`src/rtl/hdr_cmd_fetch_if.sv`:
```
// Handshake and regfile bus between the HDR command fetcher and its
// surroundings (i3c engine, HDR engine, register file).
interface hdr_cmd_fetch_if;
  logic        i_hdr_start;
  logic [7:0]  i_regf_rd_data;
  logic        i_ccc_done;
  logic        i_ddr_mode_done;
  logic        i_hdr_done;
  logic        o_regf_rd_en;
  logic [11:0] o_regf_addr;
  logic        o_hdr_en;
  logic        o_cp;
  logic        o_toc;
  logic [2:0]  o_mode;
  logic        o_fetch_done;
  logic        o_fetch_err;

  // Environment side: drives the engine/regfile inputs, observes the fetcher.
  modport master (
    output i_hdr_start, i_regf_rd_data, i_ccc_done, i_ddr_mode_done, i_hdr_done,
    input  o_regf_rd_en, o_regf_addr, o_hdr_en, o_cp, o_toc, o_mode,
           o_fetch_done, o_fetch_err
  );

  // Fetcher side.
  modport slave (
    input  i_hdr_start, i_regf_rd_data, i_ccc_done, i_ddr_mode_done, i_hdr_done,
    output o_regf_rd_en, o_regf_addr, o_hdr_en, o_cp, o_toc, o_mode,
           o_fetch_done, o_fetch_err
  );
endinterface

```
`src/rtl/hdr_cmd_fetch.sv`:
```
// HDR command fetcher: reads a command count and a list of descriptor bytes
// from the register file, presents one descriptor at a time to the HDR engine,
// prefetches the next descriptor into a shadow register, and advances on each
// segment-done pulse until the engine reports the transaction complete.
module hdr_cmd_fetch #(
  parameter logic [11:0] CMD_BASE_ADDR = 12'd400,
  parameter int          MAX_CMDS      = 8
) (
  input logic            i_sys_clk,
  input logic            i_sys_rst_n,
  hdr_cmd_fetch_if.slave bus
);

  typedef enum logic [3:0] {
    IDLE, RD_CNT, WAIT_CNT, RD_DESC, WAIT_DESC, ACTIVE, PREFETCH, PF_WAIT, FINISH
  } state_t;

  state_t      r_state;
  logic [3:0]  r_count;
  logic [3:0]  r_index;
  logic [7:3]  r_shadow;
  logic        r_shadow_vld;
  logic        r_pending;
  logic        r_regf_rd_en;
  logic [11:0] r_regf_addr;
  logic        r_hdr_en;
  logic        r_cp;
  logic        r_toc;
  logic [2:0]  r_mode;
  logic        r_fetch_done;
  logic        r_fetch_err;

  logic w_seg_done;
  logic w_can_adv;
  logic w_more;
  logic w_next_last;
  logic w_cnt_bad;
  logic w_abort;

  assign w_seg_done  = bus.i_ccc_done | bus.i_ddr_mode_done;
  // Only a restart-terminated HDR-DDR descriptor hands over to a successor.
  assign w_can_adv   = !r_toc && (r_mode == 3'd6);
  // Descriptors remain beyond the current one (index < count-1).
  assign w_more      = ({1'b0, r_index} + 5'd1) < {1'b0, r_count};
  // The shadow descriptor (index+1) is the last one of the list.
  assign w_next_last = ({1'b0, r_index} + 5'd2) == {1'b0, r_count};
  assign w_cnt_bad   = (bus.i_regf_rd_data == 8'd0) ||
                       (int'(bus.i_regf_rd_data) > MAX_CMDS);
  // Engine completion wins over everything, including a same-cycle segment-done.
  assign w_abort     = bus.i_hdr_done &&
                       ((r_state == ACTIVE) || (r_state == PREFETCH) || (r_state == PF_WAIT));

  // Fetch sequencer with registered outputs.
  always_ff @(posedge i_sys_clk or negedge i_sys_rst_n) begin
    if (!i_sys_rst_n) begin
      r_state      <= IDLE;
      r_count      <= 4'd0;
      r_index      <= 4'd0;
      r_shadow     <= 5'd0;
      r_shadow_vld <= 1'b0;
      r_pending    <= 1'b0;
      r_regf_rd_en <= 1'b0;
      r_regf_addr  <= CMD_BASE_ADDR;
      r_hdr_en     <= 1'b0;
      r_cp         <= 1'b0;
      r_toc        <= 1'b0;
      r_mode       <= 3'd0;
      r_fetch_done <= 1'b0;
      r_fetch_err  <= 1'b0;
    end else begin
      r_regf_rd_en <= 1'b0;
      r_fetch_done <= 1'b0;
      r_fetch_err  <= 1'b0;
      if (w_abort) begin
        r_state      <= FINISH;
        r_fetch_done <= 1'b1;
        r_fetch_err  <= w_more;
        r_hdr_en     <= 1'b0;
        r_pending    <= 1'b0;
      end else begin
        case (r_state)
          IDLE: begin
            if (bus.i_hdr_start) begin
              r_state      <= RD_CNT;
              r_regf_rd_en <= 1'b1;
              r_regf_addr  <= CMD_BASE_ADDR;
              r_pending    <= 1'b0;
              r_shadow_vld <= 1'b0;
            end
          end
          RD_CNT: r_state <= WAIT_CNT;
          WAIT_CNT: begin
            r_count <= bus.i_regf_rd_data[3:0];
            if (w_cnt_bad) begin
              r_state      <= FINISH;
              r_fetch_done <= 1'b1;
              r_fetch_err  <= 1'b1;
            end else begin
              r_state      <= RD_DESC;
              r_index      <= 4'd0;
              r_regf_rd_en <= 1'b1;
              r_regf_addr  <= CMD_BASE_ADDR + 12'd1;
            end
          end
          RD_DESC: r_state <= WAIT_DESC;
          WAIT_DESC: begin
            r_cp     <= bus.i_regf_rd_data[7];
            r_toc    <= bus.i_regf_rd_data[6] | (r_count == 4'd1);
            r_mode   <= bus.i_regf_rd_data[5:3];
            r_hdr_en <= 1'b1;
            r_state  <= ACTIVE;
          end
          ACTIVE: begin
            if (w_can_adv && r_shadow_vld && (w_seg_done || r_pending)) begin
              r_cp         <= r_shadow[7];
              r_toc        <= r_shadow[6] | w_next_last;
              r_mode       <= r_shadow[5:3];
              r_index      <= r_index + 4'd1;
              r_shadow_vld <= 1'b0;
              r_pending    <= 1'b0;
            end else if (w_can_adv && !r_shadow_vld && w_more) begin
              r_state      <= PREFETCH;
              r_regf_rd_en <= 1'b1;
              r_regf_addr  <= CMD_BASE_ADDR + 12'd2 + {8'd0, r_index};
              r_pending    <= r_pending | w_seg_done;
            end
          end
          PREFETCH: begin
            r_state   <= PF_WAIT;
            r_pending <= r_pending | w_seg_done;
          end
          PF_WAIT: begin
            r_shadow     <= bus.i_regf_rd_data[7:3];
            r_shadow_vld <= 1'b1;
            r_pending    <= r_pending | w_seg_done;
            r_state      <= ACTIVE;
          end
          FINISH: begin
            r_hdr_en <= 1'b0;
            r_state  <= IDLE;
          end
          default: r_state <= IDLE;
        endcase
      end
    end
  end

  assign bus.o_regf_rd_en = r_regf_rd_en;
  assign bus.o_regf_addr  = r_regf_addr;
  assign bus.o_hdr_en     = r_hdr_en;
  assign bus.o_cp         = r_cp;
  assign bus.o_toc        = r_toc;
  assign bus.o_mode       = r_mode;
  assign bus.o_fetch_done = r_fetch_done;
  assign bus.o_fetch_err  = r_fetch_err;

endmodule

```
`src/flat_wrapper.sv`:
```
// flat-port wrapper written by rule: the top's interface ports become plain ports
module hdr_cmd_fetch_flat 
#(
  parameter logic [11:0] CMD_BASE_ADDR = 12'd400,
  parameter int          MAX_CMDS      = 8
)
  (i_sys_clk, i_sys_rst_n, bus_i_hdr_start, bus_i_regf_rd_data, bus_i_ccc_done, bus_i_ddr_mode_done, bus_i_hdr_done, bus_o_regf_rd_en, bus_o_regf_addr, bus_o_hdr_en, bus_o_cp, bus_o_toc, bus_o_mode, bus_o_fetch_done, bus_o_fetch_err);
  hdr_cmd_fetch_if bus_i ();
  input logic i_sys_clk;
  input logic i_sys_rst_n;
  input wire logic [$bits(bus_i.i_hdr_start)-1:0] bus_i_hdr_start;
  input wire logic [$bits(bus_i.i_regf_rd_data)-1:0] bus_i_regf_rd_data;
  input wire logic [$bits(bus_i.i_ccc_done)-1:0] bus_i_ccc_done;
  input wire logic [$bits(bus_i.i_ddr_mode_done)-1:0] bus_i_ddr_mode_done;
  input wire logic [$bits(bus_i.i_hdr_done)-1:0] bus_i_hdr_done;
  output wire logic [$bits(bus_i.o_regf_rd_en)-1:0] bus_o_regf_rd_en;
  output wire logic [$bits(bus_i.o_regf_addr)-1:0] bus_o_regf_addr;
  output wire logic [$bits(bus_i.o_hdr_en)-1:0] bus_o_hdr_en;
  output wire logic [$bits(bus_i.o_cp)-1:0] bus_o_cp;
  output wire logic [$bits(bus_i.o_toc)-1:0] bus_o_toc;
  output wire logic [$bits(bus_i.o_mode)-1:0] bus_o_mode;
  output wire logic [$bits(bus_i.o_fetch_done)-1:0] bus_o_fetch_done;
  output wire logic [$bits(bus_i.o_fetch_err)-1:0] bus_o_fetch_err;
  assign bus_i.i_hdr_start = bus_i_hdr_start;
  assign bus_i.i_regf_rd_data = bus_i_regf_rd_data;
  assign bus_i.i_ccc_done = bus_i_ccc_done;
  assign bus_i.i_ddr_mode_done = bus_i_ddr_mode_done;
  assign bus_i.i_hdr_done = bus_i_hdr_done;
  assign bus_o_regf_rd_en = bus_i.o_regf_rd_en;
  assign bus_o_regf_addr = bus_i.o_regf_addr;
  assign bus_o_hdr_en = bus_i.o_hdr_en;
  assign bus_o_cp = bus_i.o_cp;
  assign bus_o_toc = bus_i.o_toc;
  assign bus_o_mode = bus_i.o_mode;
  assign bus_o_fetch_done = bus_i.o_fetch_done;
  assign bus_o_fetch_err = bus_i.o_fetch_err;
  hdr_cmd_fetch #(.CMD_BASE_ADDR(CMD_BASE_ADDR), .MAX_CMDS(MAX_CMDS)) u_core (.i_sys_clk(i_sys_clk), .i_sys_rst_n(i_sys_rst_n), .bus(bus_i));
endmodule
```
`config.mk`:
```
export PLATFORM = sky130hd
export DESIGN_NAME = hdr_cmd_fetch_flat
export DESIGN_NICKNAME = d
export VERILOG_FILES = /design/src/rtl/hdr_cmd_fetch_if.sv /design/src/rtl/hdr_cmd_fetch.sv /design/src/flat_wrapper.sv
export SDC_FILE = /design/constraint.sdc
export NUM_CORES = 1
export LEC_CHECK = 0
export BUFFER_PORTS_ARGS = -buffer_cell sky130_fd_sc_hd__buf_4
export CAP_MARGIN = 10
export CORE_ASPECT_RATIO = 0.6
export CORE_MARGIN = 1
export CORE_UTILIZATION = 44
export DETAILED_ROUTE_END_ITERATION = 8
export GPL_ROUTABILITY_DRIVEN = 0
export PLACE_DENSITY = 0.66
export SKIP_LAST_GASP = 1
export SYNTH_ARGS = -nofsm -noshare
export SYNTH_HDL_FRONTEND = slang
export SYNTH_SLANG_ARGS = --single-unit
```
`constraint.sdc`:
```
create_clock -name i_sys_clk -period 3.7 [get_ports i_sys_clk]
set_input_delay 0.74 -clock i_sys_clk [delete_from_list [all_inputs] [get_ports i_sys_clk]]
set_output_delay 0.74 -clock i_sys_clk [all_outputs]
set_load 0.005 [all_outputs]
```
After elaboration in Yosys (flattened, before gate mapping)
Index checks and enable logic that the tools add are counted.
{ "totals": {"ff_bits": 40, "inputBits": 14, "word_cells": 114} }
{ "classes": {"n_addsub": 4, "magnitude_cmp": 2, "n_eq_ne": 20, "n_mux": 39, "bitwise": 5, "n_reduce_logical": 30} }
{ "ops": {"columns": ["cell", "count"], "rows": [
  ["two-way mux 12 bit", 4],
  ["case mux 12 bit (3 select lines)", 1],
  ["two-way mux 4 bit", 7],
  ["case mux 4 bit (7 select lines)", 1],
  ["two-way mux 1 bit", 17],
  ["== test 4 x 3 -> 1 bit (second input constant)", 4],
  ["adder 9 x 4 -> 10 bit (first input constant)", 1],
  ["!= test 2 bit (second input constant)", 5],
  ["!= test 3 x 2 -> 1 bit (second input constant)", 3],
  ["case mux 1 bit (3 select lines)", 3],
  ["AND reduction 3 bit", 3],
  ["nonzero test 3 bit", 3],
  ["== test 4 x 1 -> 1 bit (second input constant)", 2],
  ["== test 4 x 2 -> 1 bit (second input constant)", 2],
  ["greater-than comparator 8 x 4 -> 1 bit (second input constant)", 1],
  ["logical NOT 8 bit", 1],
  ["case mux 4 bit (2 select lines)", 1],
  ["AND reduction 4 bit", 2],
  ["logical AND 1 bit", 6],
  ["case mux 1 bit (2 select lines)", 3],
  ["case mux 3 bit (2 select lines)", 1],
  ["AND reduction 6 bit", 1],
  ["adder 4 x 1 -> 5 bit (second input constant)", 1],
  ["adder 4 x 2 -> 5 bit (second input constant)", 1],
  ["other kinds (16)", 26]
]} }

Depth between registers and ports, before layout
Gate-level depths: netlist of run 1.
{ "depth": {"word_depth": 8, "mapped_depth": 9, "depth_no_buf": 9} }

Worst setup path after synthesis of run 1
OpenSTA, ideal clock, no wires.
{ "synth_timing": {"path_kind": "register to register", "from": "register u_core.r_index[1]", "to": "register u_core.r_regf_addr[1] (netlist: u_core.bus.o_regf_addr[1])", "setup_time_ps": 125, "arrival_time_ps": 2222, "required_ps": 3575, "path_slack_ps": 1353, "stages_incl_launch_ff": 9, "n_path_buf": 0, "period_less_slack_ps": 2347, "path_cell_list": "dfrtp_1 -> ha_1 -> xor2_1 -> ha_1 -> o21a_1 -> o31ai_2 -> nand4_1 -> o221ai_4 -> mux2_4"} }
{ "synth_between": {"elab_chain_len": 5, "elab_cells_between_ends": 9} }
{ "synth_lines": {"columns": ["element", "line_no", "text"], "rows": [
  ["start, declared", "hdr_cmd_fetch.sv:20", "logic [3:0] r_index;"],
  ["start signal, assigned", "hdr_cmd_fetch.sv:118", "r_index <= r_index + 4'd1;"],
  ["adder 4 x 1 -> 5 bit", "hdr_cmd_fetch.sv:44", "assign w_more = ({1'b0, r_index} + 5'd1) < {1'b0, r_count};"],
  ["< comparator 5 x 4 -> 1 bit", "hdr_cmd_fetch.sv:44", null],
  ["logical AND 1 bit", "hdr_cmd_fetch.sv:121", "end else if (w_can_adv && !r_shadow_vld && w_more) begin"],
  ["!= test 2 bit (no source line)", null, null],
  ["AND reduction 6 bit (no source line)", null, null],
  ["end signal, assigned", "hdr_cmd_fetch.sv:102", "r_regf_addr <= CMD_BASE_ADDR + 12'd1;"],
  ["end signal, assigned", "hdr_cmd_fetch.sv:124", "r_regf_addr <= CMD_BASE_ADDR + 12'd2 + {8'd0, r_index};"],
  ["end, declared", "hdr_cmd_fetch.sv:25", "logic [11:0] r_regf_addr;"]
]} }
Several ways; a longest one is shown, not always the timed one. The select of a mux whose other input is x is not followed.
A chain may end at the register's enable or synchronous reset.

Worst setup path after layout of run 1
Ends and elaborated chain as after synthesis.

==> results of run 1 <==
==> registers in the layout, indices dropped and copies added (netlist names) <==
name,cells
u_core.r_count,4
u_core.bus.o_cp,1
u_core.bus.o_regf_rd_en,1
u_core.r_pending,1
u_core.bus.o_fetch_done,1
u_core.r_shadow,5
u_core.bus.o_hdr_en,1
u_core.r_shadow_vld,1
u_core.r_index,4
u_core.bus.o_toc,1
u_core.bus.o_mode,3
u_core.bus.o_regf_addr,6
u_core.bus.o_fetch_err,1
u_core.r_state,4
==> where the power goes <==
group	internal, mW	total, mW	switching, mW	leakage (nW)
sequential	0.502	0.652	0.150	0.447
clock	0.130	0.259	0.129	0.0383
combinational	0.315	0.615	0.300	0.583
total	0.946	1.53	0.580	1.07
==> cells by family (layout without fill, tap and decap cells) <==
logic type,count (synthesis),in the layout
other cells,2,6
flops,34,34
simple gates,59,59
xor+xnor,4,4
mux,19,19
compound gates,37,37
fa+ha+maj,7,7
buf+inv,24,45
==> worst max path at each step <==
stage | from | to | slack [ns] | cells after the start
5_1_grt | u_core.r_index[2] | u_core.bus.o_regf_addr[1] | 1.01 | 9
3_5_place_dp | u_core.r_index[1] | u_core.bus.o_regf_addr[1] | 1.17 | 8
4_1_cts | u_core.r_index[1] | u_core.bus.o_regf_addr[1] | 1.15 | 8
6_report | u_core.r_index[1] | u_core.bus.o_regf_addr[1] | 1.14 | 8
3_3_place_gp | u_core.r_index[1] | u_core.bus.o_regf_addr[1] | 1.26 | 8
2_1_floorplan | u_core.r_index[1] | u_core.bus.o_regf_addr[1] | 1.35 | 8
==> area by class of cell <==
class                      instances  area (um^2)
timing repair buffer              28          210
inverter                          10         37.5
multi-input combinational        132         1030
clock buffer                       7         76.3
fill                             374         1950
tap                               60         75.1
sequential                        34          852
==> Yosys cell counts (3+ instances only) <==
cell type | instances | share of area
sky130_fd_sc_hd__xor2_1 | 3 | 0.013
sky130_fd_sc_hd__dfrtp_1 | 33 | 0.41
sky130_fd_sc_hd__ha_1 | 7 | 0.044
sky130_fd_sc_hd__o21ai_0 | 9 | 0.023
sky130_fd_sc_hd__mux2_2 | 7 | 0.039
sky130_fd_sc_hd__inv_1 | 10 | 0.019
sky130_fd_sc_hd__buf_2 | 3 | 0.0075
sky130_fd_sc_hd__nor2b_1 | 3 | 0.0094
sky130_fd_sc_hd__nor2_1 | 10 | 0.019
sky130_fd_sc_hd__nand2_1 | 20 | 0.038
sky130_fd_sc_hd__mux2i_1 | 9 | 0.045
sky130_fd_sc_hd__a21oi_1 | 7 | 0.018
sky130_fd_sc_hd__buf_4 | 7 | 0.026
==> metal layers <==
metal  part of all wire  vias up
met1               0.49      722
met3              0.055        3
met2               0.45       46
met4             0.0048        0
met5                  0        -
li1                   -      698
==> critical path: stages (launching register included) <==
cell	delay [ns]
sky130_fd_sc_hd__dfrtp_1	0.47
sky130_fd_sc_hd__ha_1	0.27
sky130_fd_sc_hd__xor2_1	0.18
sky130_fd_sc_hd__ha_1	0.30
sky130_fd_sc_hd__o21a_1	0.19
sky130_fd_sc_hd__o31ai_2	0.06
sky130_fd_sc_hd__nand4_1	0.24
sky130_fd_sc_hd__o221ai_4	0.41
sky130_fd_sc_hd__mux2_4	0.33
==> through the flow <==
stage	total power [mW]	cells	util
after detailed placement	1.27	264	0.520
final	1.53	271	0.538
after CTS	1.53	271	0.538
after global placement	1.24	264	0.520
after floorplan	1.08	190	-
after global routing	1.65	271	0.538
==> flow_summary.ini, run 1 <==
[detailed_routing]
drt-total-wl_um = 4340
viasPerCell = 5.42
antenna_left = 0
routed_wire_length_per_instance_um = 16.0
via_count = 1469
drc = 0
detailedRoute.firstIterationViolations = 82
drt-pass1-iter-count = 4

[setup_path]
worst_path_arrival_ns = 2.74
worstPathRequired_ns = 3.87
critical_r2r_launch = u_core.r_index[1]
critical_path.startpoint_type = flop
timing.setup.critical_path_class = flop to flop
critPathMaxFanout = 7
ff_to_ff_end = u_core.bus.o_regf_addr[1]
setup.reg_to_reg.worst_slack_ns = 1.14
endpoint_kind = flop
reg2reg_depth = 8

[timing]
hold_violations = 0
final.min_clock_period_ns = 2.56
fin_worst_hold_slack_ns = 0.404
worst_slew_pin_slew_ns = 0.889
slew-limit-headroom = 0.407
count_of_final_setup_violators = 0
rsz0062_at_grt = false
finalWorstSetupSlack_ns = 1.14
skew_ns = 0.00555
post-route-period-util = 0.693
max_freq_mhz = 390
timing.setup.tns_ns = 0
final-max-slew-violation-count = 0

[global_routing]
grt_max_degree = 35
grt.met3_usage = 0.0573
overflow = 0
gr-max-usage-layer = met2
global_route.usage.met1 = 0.287
first_global_vias = 1406
grt_first_pass_wirelength_um = 7240
groute.usage.overall = 0.209
grt_use_met2 = 0.318
antenna_violations_before_repair = 0

[synth]
post_synth_simple_gate_area = 0.188
yosys-mux-area-fraction = 0.105
synth_warnings = 0
syn-cell-area_um2 = 2000
synthAdderAreaFrac = 0.0438
dominant_combinational_cell_family_by_area_after_synthesis = simple AND/OR/NAND/NOR gates
synthFlopType = sky130_fd_sc_hd__dfrtp_1
yosysUniqueCellTypes = 58
ys_async_rst_share = 1.00
syn-instance-count = 186
yosysSeqAreaShare = 0.426
fraction_of_the_mapped_netlist_area_in_compound_gates = 0.149
synth_edf_count = 0
number_of_synthesized_register_bits = 34
syn_area_per_cell_um2 = 10.8
post_synth_xor_area_fraction = 0.0175

[layout]
num-nets-final = 232
layout.cell_area.non_filler_um2 = 2280
layout-area-overhead-vs-synth_pct = 13.9
drive_gt1_frac = 0.275
n_antenna_cell = 0
layout_commonest_cell = sky130_fd_sc_hd__dfrtp_1
layout_common_cells = sky130_fd_sc_hd__dfrtp_1, sky130_fd_sc_hd__buf_4, sky130_fd_sc_hd__nand2_1

[clock_network]
clk_path_buf_depth = 2
postCtsResizedCells = 0
cts-root-buf = sky130_fd_sc_hd__clkbuf_8
worst_setup_hold_path_clk_slew_ns = 0.07
cts_tree = built
post-cts-setup-buffer-count = 0
tritoncts.num_buffers = 5
hold_buffers = 0
ctsHtreeMaxLevel = 2
cts.sinks = 34
clk_latency_worst_skew_pair_ns = 0.28

[floorplan]
rows = 18
placeableCoreArea_um2 = 4230
die-area_um2 = 4830
chipWidth_um = 89.1
ioPinCount = 35
initial_utilization = 0.473
die_h_um = 54.2

[flow_run]
max-cap-violations = 0

[place]
detailed_placer_s_ending_hpwl_um = 3150
portBuffers = 28
post_dp_cell_area_um2 = 2200
preCtsSetupSlack_ns = 1.17

[power_and_ir_drop]
irDropWorstVdd_v = 0.000295
power-per-cell-area_nw_per_um2 = 670
p_leak_nw = 1.07

[outcome]
outcome = finished, final reports clean

[hold_path]
min_path_type = input port to async pin
No activity file was read; power rests on OpenSTA's default activity.
==> run 2, diff against run 1 <==
Settings changed: PLACE_DENSITY 0.66 to 0.69.
Clock period 3.7 ns to 2.2 ns, I/O delays scaled along.
==> flow_summary.ini, run 2 (synthesized netlist as in run 1, its figures left out) <==
[outcome]
outcome = complete, but fails checks
failed_checks = setup timing

[detailed_routing]
viasPerCell = 5.16
antenna_left = 0
drt-total-wl_um = 4180
drt-pass1-iter-count = 4
routed_wire_length_per_instance_um = 14.4
via_count = 1495
drc = 0
detailedRoute.firstIterationViolations = 43

[flow_run]
max-cap-violations = 0

[setup_path]
worstPathRequired_ns = 2.41
critPathMaxFanout = 4
timing.setup.critical_path_class = flop to flop
endpoint_kind = flop
worst_path_arrival_ns = 2.55
critical_path.startpoint_type = flop

[layout]
n_antenna_cell = 0
num-nets-final = 250
fillerInstances = 384
number_of_flip_flops_in_the_largest_register = 6
layout.cell_area.non_filler_um2 = 2490
layout_commonest_cell = sky130_fd_sc_hd__buf_4
layout_common_cells = sky130_fd_sc_hd__buf_4, sky130_fd_sc_hd__dfrtp_1, sky130_fd_sc_hd__nand2_1
layout-area-overhead-vs-synth_pct = 24.6
drive_gt1_frac = 0.378
layout.cells.non_filler = 290

[clock_network]
cts.sinks = 34
cts-root-buf = sky130_fd_sc_hd__clkbuf_8
hold_buffers = 0
clk_latency_worst_skew_pair_ns = 0.29
worst_setup_hold_path_clk_slew_ns = 0.07
tritoncts.num_buffers = 5
ctsHtreeMaxLevel = 2
cts_tree = built
clk_path_buf_depth = 2

[global_routing]
antenna_violations_before_repair = 0
grt_max_degree = 35
overflow = 0
groute.usage.overall = 0.198
grt_first_pass_wirelength_um = 6830
first_global_vias = 1374

[timing]
final.min_clock_period_ns = 2.34
post-route-period-util = 1.06
hold_violations = 0
max_freq_mhz = 427
finalWorstSetupSlack_ns = -0.142
final-max-slew-violation-count = 0
fin_worst_hold_slack_ns = 0.0939
count_of_final_setup_violators = 7
timing.setup.tns_ns = -0.839
rsz0062_at_grt = true
skew_ns = 0.00449

[floorplan]
die_h_um = 54.2
placeableCoreArea_um2 = 4230
rows = 18
initial_utilization = 0.473
chipWidth_um = 89.1
ioPinCount = 35
die-area_um2 = 4830

[power_and_ir_drop]
totalPowerFinal_mw = 2.79
power-per-cell-area_nw_per_um2 = 1120
irDropWorstVdd_v = 0.000524
p_leak_nw = 1.18

[place]
portBuffers = 28
post_dp_cell_area_um2 = 2300
detailed_placer_s_ending_hpwl_um = 3080
placed_cells = 277

[hold_path]
min_path_type = input port to async pin
run 2: cell count changes in the layout (fill, tap and decap cells not counted), sizes merged:
cell / previous run / this run
clkinv: 0 / 1
buf: 28 / 46
clkinvlp: 0 / 1
clkbuf: 7 / 6
run 2: routing by layer:
metal | track usage | part of all wire
met4 | 0.0556 | 0.0036
met2 | 0.269 | 0.40
met1 | 0.302 | 0.54
met3 | 0.0543 | 0.058
met5 | 0 | 0
run 2: report_power, final:
group / leakage, nW / internal, mW / switching [mW] / total (mW)
sequential: 0.447 / 0.844 / 0.209 / 1.05
clock: 0.0472 / 0.252 / 0.236 / 0.488
combinational: 0.689 / 0.668 / 0.580 / 1.25
run 2: layout make-up:
type,count,area [um^2],area share
inverter,10,37.5,0.0151
sequential,34,852,0.342
clock inverter,2,12.5,0.00502
clock buffer,6,82.6,0.0331
tap,60,75.1,0.0301
timing repair buffer,46,349,0.140
multi-input combinational,132,1080,0.435
run 2: path summary, 6_finish.rpt:
path | from | to | slack [ns] | cells after the start
min in group i_sys_clk | bus_i_regf_rd_data[2] | u_core.r_count[2] | 0.38 | 3
worst min register to register | u_core.bus.o_cp | u_core.bus.o_cp | 0.48 | 2
max in group asynchronous | i_sys_rst_n | u_core.bus.o_regf_addr[4] | 1.78 | 1
worst max register to register | u_core.r_index[1] | u_core.bus.o_regf_addr[2] | -0.14 | 10
worst min-delay path | i_sys_rst_n | u_core.r_state[3] | 0.09 | 1
worst max-delay path | u_core.r_index[1] | u_core.bus.o_regf_addr[2] | -0.14 | 10
run 2: what timing repair did:
item                                    CTS  global route
setup buffers                             4             1
resized for setup                         9             1
endpoints found under the setup margin    7             7
pin swaps                                 7             4
run 2: worst max-delay path, stage by stage, from the launching register on:
cell	delay, ns
sky130_fd_sc_hd__dfrtp_1	0.43
sky130_fd_sc_hd__ha_2	0.22
sky130_fd_sc_hd__nand2_2	0.06
sky130_fd_sc_hd__xnor2_2	0.13
sky130_fd_sc_hd__ha_1	0.29
sky130_fd_sc_hd__o21a_1	0.12
sky130_fd_sc_hd__o31ai_2	0.07
sky130_fd_sc_hd__nand4_1	0.24
sky130_fd_sc_hd__o221ai_4	0.33
sky130_fd_sc_hd__buf_6	0.17
sky130_fd_sc_hd__mux2i_1	0.19
run 2: through the flow:
stage | worst slack, ns | utilization
final | -0.142 | 0.589
after global routing | -0.258 | 0.589
after CTS | -0.141 | 0.586
after detailed placement | -0.230 | 0.544
after global placement | -0.0983 | 0.544
after floorplan | -0.0742 | -
==> run 3, diff against run 2 <==
--- a/config.mk
+++ b/config.mk
@@ -13,5 +13,6 @@
 export DETAILED_ROUTE_END_ITERATION = 8
 export GPL_ROUTABILITY_DRIVEN = 0
-export PLACE_DENSITY = 0.69
+export PLACE_DENSITY = 0.66
+export RECOVER_POWER = 100
 export SKIP_LAST_GASP = 1
 export SYNTH_ARGS = -nofsm -noshare
==> constraint.sdc (replaced) <==
create_clock -name i_sys_clk -period 2.5 [get_ports i_sys_clk]
set_input_delay 0.5 -clock i_sys_clk [delete_from_list [all_inputs] [get_ports i_sys_clk]]
set_output_delay 0.5 -clock i_sys_clk [all_outputs]
set_load 0.01 [all_outputs]
==> flow_summary.ini, run 3 (synthesized netlist as in run 1, its figures left out) <==
[detailed_routing]
detailedRoute.firstIterationViolations = 121
drt-total-wl_um = 4380
drt-pass1-iter-count = 4
routed_wire_length_per_instance_um = 15.6
antenna_left = 0
met3_wl_post_dr_um = 307
routed.top_layer = met4
detail_route.wirelength.met1_um = 2070
viasPerCell = 5.47
drc = 0
via_count = 1536
routed-wl-met2_um = 1970

[timing]
max_freq_mhz = 414
worst_slew_pin_slew_ns = 1.81
skew_ns = 0.00504
rsz0062_at_grt = true
fin_worst_hold_slack_ns = 0.444
slew-limit-headroom = -0.207
final-max-slew-violation-count = 35
final.min_clock_period_ns = 2.42
timing.setup.tns_ns = 0
hold_violations = 0
post-route-period-util = 0.966
count_of_final_setup_violators = 0

[clock_network]
cts-root-buf = sky130_fd_sc_hd__clkbuf_8
hold_buffers = 0
ctsHtreeMaxLevel = 2
cts_tree = built
clk_path_buf_depth = 2
worst_setup_hold_path_clk_slew_ns = 0.07
cts.sinks = 34
clk_latency_worst_skew_pair_ns = 0.29
tritoncts.num_buffers = 5

[setup_path]
timing.setup.critical_path_class = flop to flop
worstPathRequired_ns = 2.67
critical_path.startpoint_type = flop
worst_setup_path_startpoint = u_core.r_index[1]
ff_to_ff_end = u_core.bus.o_regf_addr[1]
critical_r2r_launch = u_core.r_index[1]
critPathMaxFanout = 4
worst_path_arrival_ns = 2.59
setup.reg_to_reg.worst_slack_ns = 0.08
reg2reg_depth = 8
endpoint_kind = flop

[layout]
num-nets-final = 241
layout.cell_area.non_filler_um2 = 2340
n_antenna_cell = 0
number_of_flip_flops_in_the_largest_register = 6
layout_commonest_cell = sky130_fd_sc_hd__dfrtp_1
layout_common_cells = sky130_fd_sc_hd__dfrtp_1, sky130_fd_sc_hd__nand2_1, sky130_fd_sc_hd__clkbuf_1
fillerInstances = 395
layout-area-overhead-vs-synth_pct = 17.1
finish.utilization = 0.553
drive_gt1_frac = 0.258

[floorplan]
rows = 18
die_h_um = 54.2
ioPinCount = 35
die-area_um2 = 4830
placeableCoreArea_um2 = 4230
initial_utilization = 0.473
chipWidth_um = 89.1

[place]
portBuffers = 28
post_dp_cell_area_um2 = 2260
detailed_placer_s_ending_hpwl_um = 3160

[power_and_ir_drop]
power_frac_seq = 0.389
power_switching_share = 0.386
power.clock.fraction = 0.176
irDropWorstVdd_v = 0.000430
combPwrFrac = 0.436
power.net_switching_mw = 0.920
intPower_mw = 1.47
p_leak_nw = 1.06
power-per-cell-area_nw_per_um2 = 1020

[global_routing]
overflow = 0
antenna_violations_before_repair = 0
grt_max_degree = 35
groute.usage.overall = 0.206
grt_first_pass_wirelength_um = 7130
first_global_vias = 1417

[hold_path]
min_delay_worst_endpoint = u_core.r_count[1]
min_path_type = input port to flop
hold_path.startpoint = bus_i_regf_rd_data[1]
hold_path_depth = 3

[outcome]
failed_checks = capacitance limit, slew limit
outcome = complete, but fails checks

[flow_run]
max-cap-violations = 1
[run 3: changes by cell type in the layout (fill, tap and decap cells not counted), sizes merged]
cell,change
buf,-26
clkinv,-1
clkbuf,+19
clkinvlp,-1
[run 3: how the worst max path moves through the flow]
stage | end | slack [ns] | cells after the start
after global routing | u_core.bus.o_regf_addr[3] | -0.02 | 10
after floorplan | u_core.bus.o_regf_addr[1] | 0.15 | 8
after detailed placement | u_core.bus.o_regf_addr[5] | 0.01 | 9
after global placement | u_core.bus.o_regf_addr[1] | 0.14 | 8
final | u_core.bus.o_regf_addr[1] | 0.08 | 8
after CTS | u_core.r_pending | 0.007 | 8
[run 3: layer usage]
metal	track usage	vias to the layer above
li1	-	722
met1	0.297	758
met2	0.314	51
met3	0.0483	5
met4	0.0556	0
met5	0	-
[run 3: stage by stage]
stage | worst slack (ns) | power, mW | std cells
detailed placement | 0.0144 | 1.95 | 271
floorplan | 0.153 | 1.63 | 190
global route | -0.0198 | 2.55 | 281
CTS | 0.00657 | 2.38 | 279
global placement | 0.141 | 1.91 | 271
finish | 0.0843 | 2.39 | 281
[run 3: final cells by class]
type / count / area (um^2) / area share
multi-input combinational: 132 / 1070 / 0.455
sequential: 34 / 853 / 0.364
timing repair buffer: 37 / 221 / 0.0945
clock buffer: 8 / 90.1 / 0.0384
tap: 60 / 75.1 / 0.0320
inverter: 10 / 37.5 / 0.0160
[run 3: worst max-delay path, stage by stage, from the launching register on]
cell and delay (ns):
sky130_fd_sc_hd__dfrtp_2 0.44, sky130_fd_sc_hd__ha_4 0.19, sky130_fd_sc_hd__xor2_2 0.18, sky130_fd_sc_hd__ha_1 0.28
sky130_fd_sc_hd__o21a_1 0.20, sky130_fd_sc_hd__o31ai_4 0.07, sky130_fd_sc_hd__nand4_1 0.25, sky130_fd_sc_hd__o221ai_4 0.37
sky130_fd_sc_hd__mux2_4 0.33
[run 3: what timing repair did]
action / in CTS / in global routing
buffers inserted: 0 / 2
setup endpoints to repair: 3 / 5
pin swaps: 1 / 5
resized for setup: 0 / 13
[run 3: power by group through the flow]
stage,sequential [mW],clock (mW),combinational (mW)
2_1_floorplan,0.897,0,0.735
3_3_place_gp,0.924,0,0.988
3_5_place_dp,0.930,0,1.02
4_1_cts,0.923,0.428,1.03
5_1_grt,0.956,0.451,1.14
6_report,0.928,0.419,1.04
